## src/rtl/ntt_seq_ctrl.sv

```systemverilog
// Sequential 16-point NTT: a single modular multiply-accumulate unit is reused
// row by row, with a valid/ready coefficient input and a backpressured result stream.
module ntt_seq_ctrl #(
  parameter int N  = 16,
  parameter int DW = 4,
  parameter int QW = 8,
  parameter int WW = 5,
  localparam int IW = $clog2(N)
) (
  input  logic          clk,
  input  logic          rst,
  input  logic          start,
  input  logic [QW-1:0] q_in,
  input  logic [WW-1:0] w_in,
  output logic          busy,
  output logic          err,
  input  logic          in_valid,
  output logic          in_ready,
  input  logic [DW-1:0] in_data,
  output logic          out_valid,
  input  logic          out_ready,
  output logic [QW-1:0] out_data,
  output logic [IW-1:0] out_idx,
  output logic          done
);

  localparam int SW = DW + QW + 1;
  localparam int PW = 2 * QW;
  localparam int RW = WW + QW;
  localparam logic [IW-1:0] LAST = IW'(N - 1);

  typedef enum logic [2:0] {S_IDLE, S_LOAD, S_CALC, S_OUT, S_ERR} state_t;

  state_t        state;
  logic [QW-1:0] q, wmod, r, tw, acc;
  logic [IW-1:0] i_cnt, j_cnt;
  logic [DW-1:0] cbuf [N];
  logic [QW-1:0] res  [N];
  logic [QW-1:0] mac;
  logic [QW-1:0] wmod_next;

  // Full-width sum of products before reduction; inputs at or above q reduce here.
  function automatic logic [QW-1:0] mac_mod(input logic [QW-1:0] acc_v,
                                            input logic [DW-1:0] a_v,
                                            input logic [QW-1:0] t_v,
                                            input logic [QW-1:0] m);
    logic [SW-1:0] s;
    s = SW'(acc_v) + SW'(a_v) * SW'(t_v);
    return QW'(s % SW'(m));
  endfunction

  function automatic logic [QW-1:0] mul_mod(input logic [QW-1:0] x,
                                            input logic [QW-1:0] y,
                                            input logic [QW-1:0] m);
    logic [PW-1:0] p;
    p = PW'(x) * PW'(y);
    return QW'(p % PW'(m));
  endfunction

  assign mac       = mac_mod(acc, cbuf[j_cnt], tw, q);
  assign wmod_next = QW'(RW'(w_in) % RW'(q_in));

  assign busy     = (state != S_IDLE);
  assign err      = (state == S_ERR);
  assign in_ready = (state == S_LOAD);
  // Pulse on the accepting beat itself, not the cycle after.
  assign done     = (state == S_OUT) && out_ready && (out_idx == LAST);

  always_ff @(posedge clk or posedge rst) begin
    if (rst) begin
      state     <= S_IDLE;
      q         <= '0;
      wmod      <= '0;
      r         <= '0;
      tw        <= '0;
      acc       <= '0;
      i_cnt     <= '0;
      j_cnt     <= '0;
      out_valid <= 1'b0;
      out_data  <= '0;
      out_idx   <= '0;
      for (int n = 0; n < N; n++) begin
        cbuf[n] <= '0;
        res[n]  <= '0;
      end
    end else begin
      case (state)
        S_IDLE, S_ERR: begin
          if (start) begin
            if (q_in < QW'(2)) begin
              state <= S_ERR;
            end else begin
              q     <= q_in;
              wmod  <= wmod_next;
              r     <= QW'(1);
              j_cnt <= '0;
              state <= S_LOAD;
            end
          end
        end
        S_LOAD: begin
          if (in_valid) begin
            cbuf[j_cnt] <= in_data;
            j_cnt       <= j_cnt + IW'(1);
            if (j_cnt == LAST) begin
              state <= S_CALC;
              i_cnt <= '0;
              j_cnt <= '0;
              acc   <= '0;
              tw    <= QW'(1);
            end
          end
        end
        S_CALC: begin
          if (j_cnt == LAST) begin
            res[i_cnt] <= mac;
            r          <= mul_mod(r, wmod, q);
            tw         <= QW'(1);
            acc        <= '0;
            j_cnt      <= '0;
            i_cnt      <= i_cnt + IW'(1);
            if (i_cnt == LAST) begin
              state     <= S_OUT;
              out_valid <= 1'b1;
              out_data  <= res[0];
              out_idx   <= '0;
            end
          end else begin
            acc   <= mac;
            tw    <= mul_mod(tw, r, q);
            j_cnt <= j_cnt + IW'(1);
          end
        end
        S_OUT: begin
          if (out_ready) begin
            if (out_idx == LAST) begin
              state     <= S_IDLE;
              out_valid <= 1'b0;
              out_data  <= '0;
              out_idx   <= '0;
            end else begin
              out_idx  <= out_idx + IW'(1);
              out_data <= res[out_idx + IW'(1)];
            end
          end
        end
        default: state <= S_IDLE;
      endcase
    end
  end

endmodule
```

## config.mk

```make
export PLATFORM = sky130hd
export DESIGN_NAME = ntt_seq_ctrl
export DESIGN_NICKNAME = d
export VERILOG_FILES = /design/src/rtl/ntt_seq_ctrl.sv
export SDC_FILE = /design/constraint.sdc
export NUM_CORES = 2
export LEC_CHECK = 0
export BUFFER_PORTS_ARGS = -buffer_cell sky130_fd_sc_hd__clkbuf_2
export CORE_MARGIN = 4
export CORE_UTILIZATION = 30
export CTS_BUF_LIST = sky130_fd_sc_hd__clkbuf_16
export DETAILED_ROUTE_END_ITERATION = 10
export PLACE_DENSITY = 0.44
export SETUP_SLACK_MARGIN = 0.15
export SYNTH_ARGS = -nofsm -noshare
export SYNTH_HDL_FRONTEND = slang
export SYNTH_SLANG_ARGS = --single-unit
```

## constraint.sdc

```tcl
create_clock -name clk -period 69.8 [get_ports clk]
set_clock_uncertainty 0.2 [all_clocks]
set_input_delay 13.96 -clock clk [delete_from_list [all_inputs] [get_ports clk]]
set_output_delay 13.96 -clock clk [all_outputs]
set_load 0.05 [all_outputs]
```

==> metrics.txt <==
status=completed; Fill cells=11,979; Setup Fix Bufs, Post-CTS=0; Die Area=0.121 sq mm; RSZ-0062 raised after global routing=no; antenna violations before repair=2; most area-consuming cells after synthesis=dfrtp_1, ha_1, fa_1; CTS sink count=256; TritonCTS clock tree=built; nets=approximately 4,700; Fmax=25.2 MHz; relative slew slack=approximately a quarter; hpwl dp=slightly below 80 mm; largest net degree at the start of global routing=139; Worst Tran Pin Value=around 1.1 ns; Routed Antenna Nets=0; total gr overflow=0; Clk Tree Root Cell=clkbuf_16; CP required=70.02 ns; Mapped Cells=4,089; Setup CP Type=flop to flop; Seq/Total Area, Yosys=18.4%; clk_lat worst skew=0.58 ns; max_cap viols=0; GRT Total Usage=roughly 16%; CP max stage cell=nor2_1; Mean Syn Cell Area=8.50 sq um; worst setup margin=30.14 ns; port bufs=38; vias=29,346; main flop type after synthesis=dfrtp_1; WL/cell=18.0 um; most frequent cell after synthesis=ha_1; Cell variety after synth=115; DRC Markers=0; Yosys top cell area share=between 10% and 20%; CTS Buf Count=29; leading area contributor after synthesis=dfrtp_1; clock slew at reported path FFs=0.06 ns; CP Launch Type=flop; register bit count reported by yosys=around 260; Starting Density=30.3%; Final Hold Fails=0; Critical Path End Type=flop; crit share post-route=56.8%; worst path arrival time=39.89 ns; Std-Cell Rows=124; share of cells above drive strength 1=between 10 and 15%; FFs w/ async S/R, synth=between 90% and 100%; CTS resizes=0; Crit Path Max Fanout=18; Die X=348 um; Final min period=39.66 ns; vias in the first global route=28,664; global-route wire length before repair=roughly 160 mm; HP Class=flop to flop; Area Growth Syn to Fin=8.07%; WL final=101 mm; Final Max Slew Viols=0; Max clock buf depth=3; Sum Neg Setup Slack=0 ns; DR pass1 iterations=5; dpl ws=30.28 ns; RePlAce Congestion=0.793; final setup vio count=0; via/cell ratio=5.23; Commonest cells post-synth=ha_1, nand2_1, o21ai_0; Core Area=0.115 sq mm; Die H=348 um; YS warnings=0; I/O pin count=39; Mapped Area=0.0347 sq mm; slowest stage delay, CP=0.77 ns; htree depth=1; initial DRC count=between 1,500 and 2,000; most used cell, CP=o21a_1; Post-CTS Hold Buffers=0; EDFF count, synth=0
-- per-stage QoR --
stage | utilization (%) | hold slack (ns) | std cells | instance area (sq um)
after global placement | 32.0 | 0.259 | 5561 | 36700
after CTS | 32.7 | 0.280 | 5609 | 37500
final | 32.7 | 0.275 | 5610 | 37500
after global routing | 32.7 | 0.298 | 5609 | 37500
after floorplan | - | 0.245 | 4095 | 34800
after detailed placement | 32.0 | 0.266 | 5561 | 36700
-- critical path: cells and delay by family (launching register included) --
kind / cells / cell delay, ns
AO/OA/AOI/OAI: 89 / 20.79
AND/OR/NAND/NOR: 34 / 8.53
adder cells (fa/ha/maj): 21 / 6.86
multiplexers: 5 / 1.73
flip-flops: 1 / 0.71
buffers and inverters: 6 / 0.65
-- cell type report --
type | instances | area, sq um | area share, %
clock inverter | 19 | 113 | 0.300
sequential | 256 | 6410 | 17.1
clock buffer | 29 | 726 | 1.93
timing repair buffer | 78 | 503 | 1.34
inverter | 235 | 890 | 2.37
multi-input combinational | 3480 | 27000 | 71.9
antenna | 1 | 2.50 | 0.00667
tap | 1512 | 1890 | 5.04
-- flip-flops by register name (all words and copies together), names as in the netlist --
name	flops
wmod	8
cbuf	64
out_data	8
tw	8
res	128
out_valid	1
j_cnt	4
r	8
out_idx	4
acc	8
state	3
q	8
i_cnt	4
-- worst paths after layout --
| path | startpoint | endpoint | slack (ns) | cells after the start |
|---|---|---|---|---|
| worst max register to register | r[6]$_DFFE_PP0P_ | tw[6]$_DFFE_PP0P_ | 30.14 | 155 |
| worst max-delay path | r[6]$_DFFE_PP0P_ | tw[6]$_DFFE_PP0P_ | 30.14 | 155 |
| max in group asynchronous | rst | out_idx[0]$_DFFE_PP0P_ | 54.74 | 3 |
| worst min-delay path | res[31]$_DFFE_PP0P_ | res[31]$_DFFE_PP0P_ | 0.27 | 2 |
| min in group asynchronous | rst | cbuf[37]$_DFFE_PP0P_ | 13.32 | 2 |
| worst min register to register | res[31]$_DFFE_PP0P_ | res[31]$_DFFE_PP0P_ | 0.27 | 2 |
-- cells in the final DEF (no fill, tap or decap), types with 15 or more instances in the layout --
cell	count
clkbuf_16	29
inv_1	227
a22oi_1	15
mux2_2	150
buf_4	39
o211ai_1	32
mux2i_1	80
nor2_1	250
and2_1	132
or2_2	21
o21a_1	206
a211oi_1	23
fa_1	95
clkbuf_2	38
o31ai_1	55
a21oi_1	154
nor3_1	195
nand2_1	442
a21o_1	91
xnor2_1	83
o21ai_0	312
xor2_1	63
nand4_1	32
nand3_1	69
a31oi_1	16
nand2b_1	50
or3_1	27
ha_1	463
dfrtp_1	255
o21ai_1	17
nor2b_1	49
o21bai_1	15
and3_1	17
mux4_2	52
-- cell families after synthesis --
family                     Yosys count  synth area share, %
AOI/OAI and AO/OA                 1109                 21.4
xor gates and xnor gates           147                 3.71
adders and majority gates          559                 22.2
buffers and inverters              359                 3.95
DFF                                256                 18.4
muxes                              290                 10.9
other                                1               0.0108
and+or+nand+nor                   1368                 19.4
-- metal layers --
layer / share of wire, % / global-route usage, % / up-vias
met5: 0.027 / 0 / -
met4: 1.2 / 2.20 / 4
met3: 2.6 / 1.26 / 70
met2: 46 / 27.4 / 327
met1: 51 / 23.7 / 14014
li1: - / - / 14931
Power is left out: the tool's default activity adds up to more than one toggle a clock period on the data nets, which glitch-free logic cannot reach.
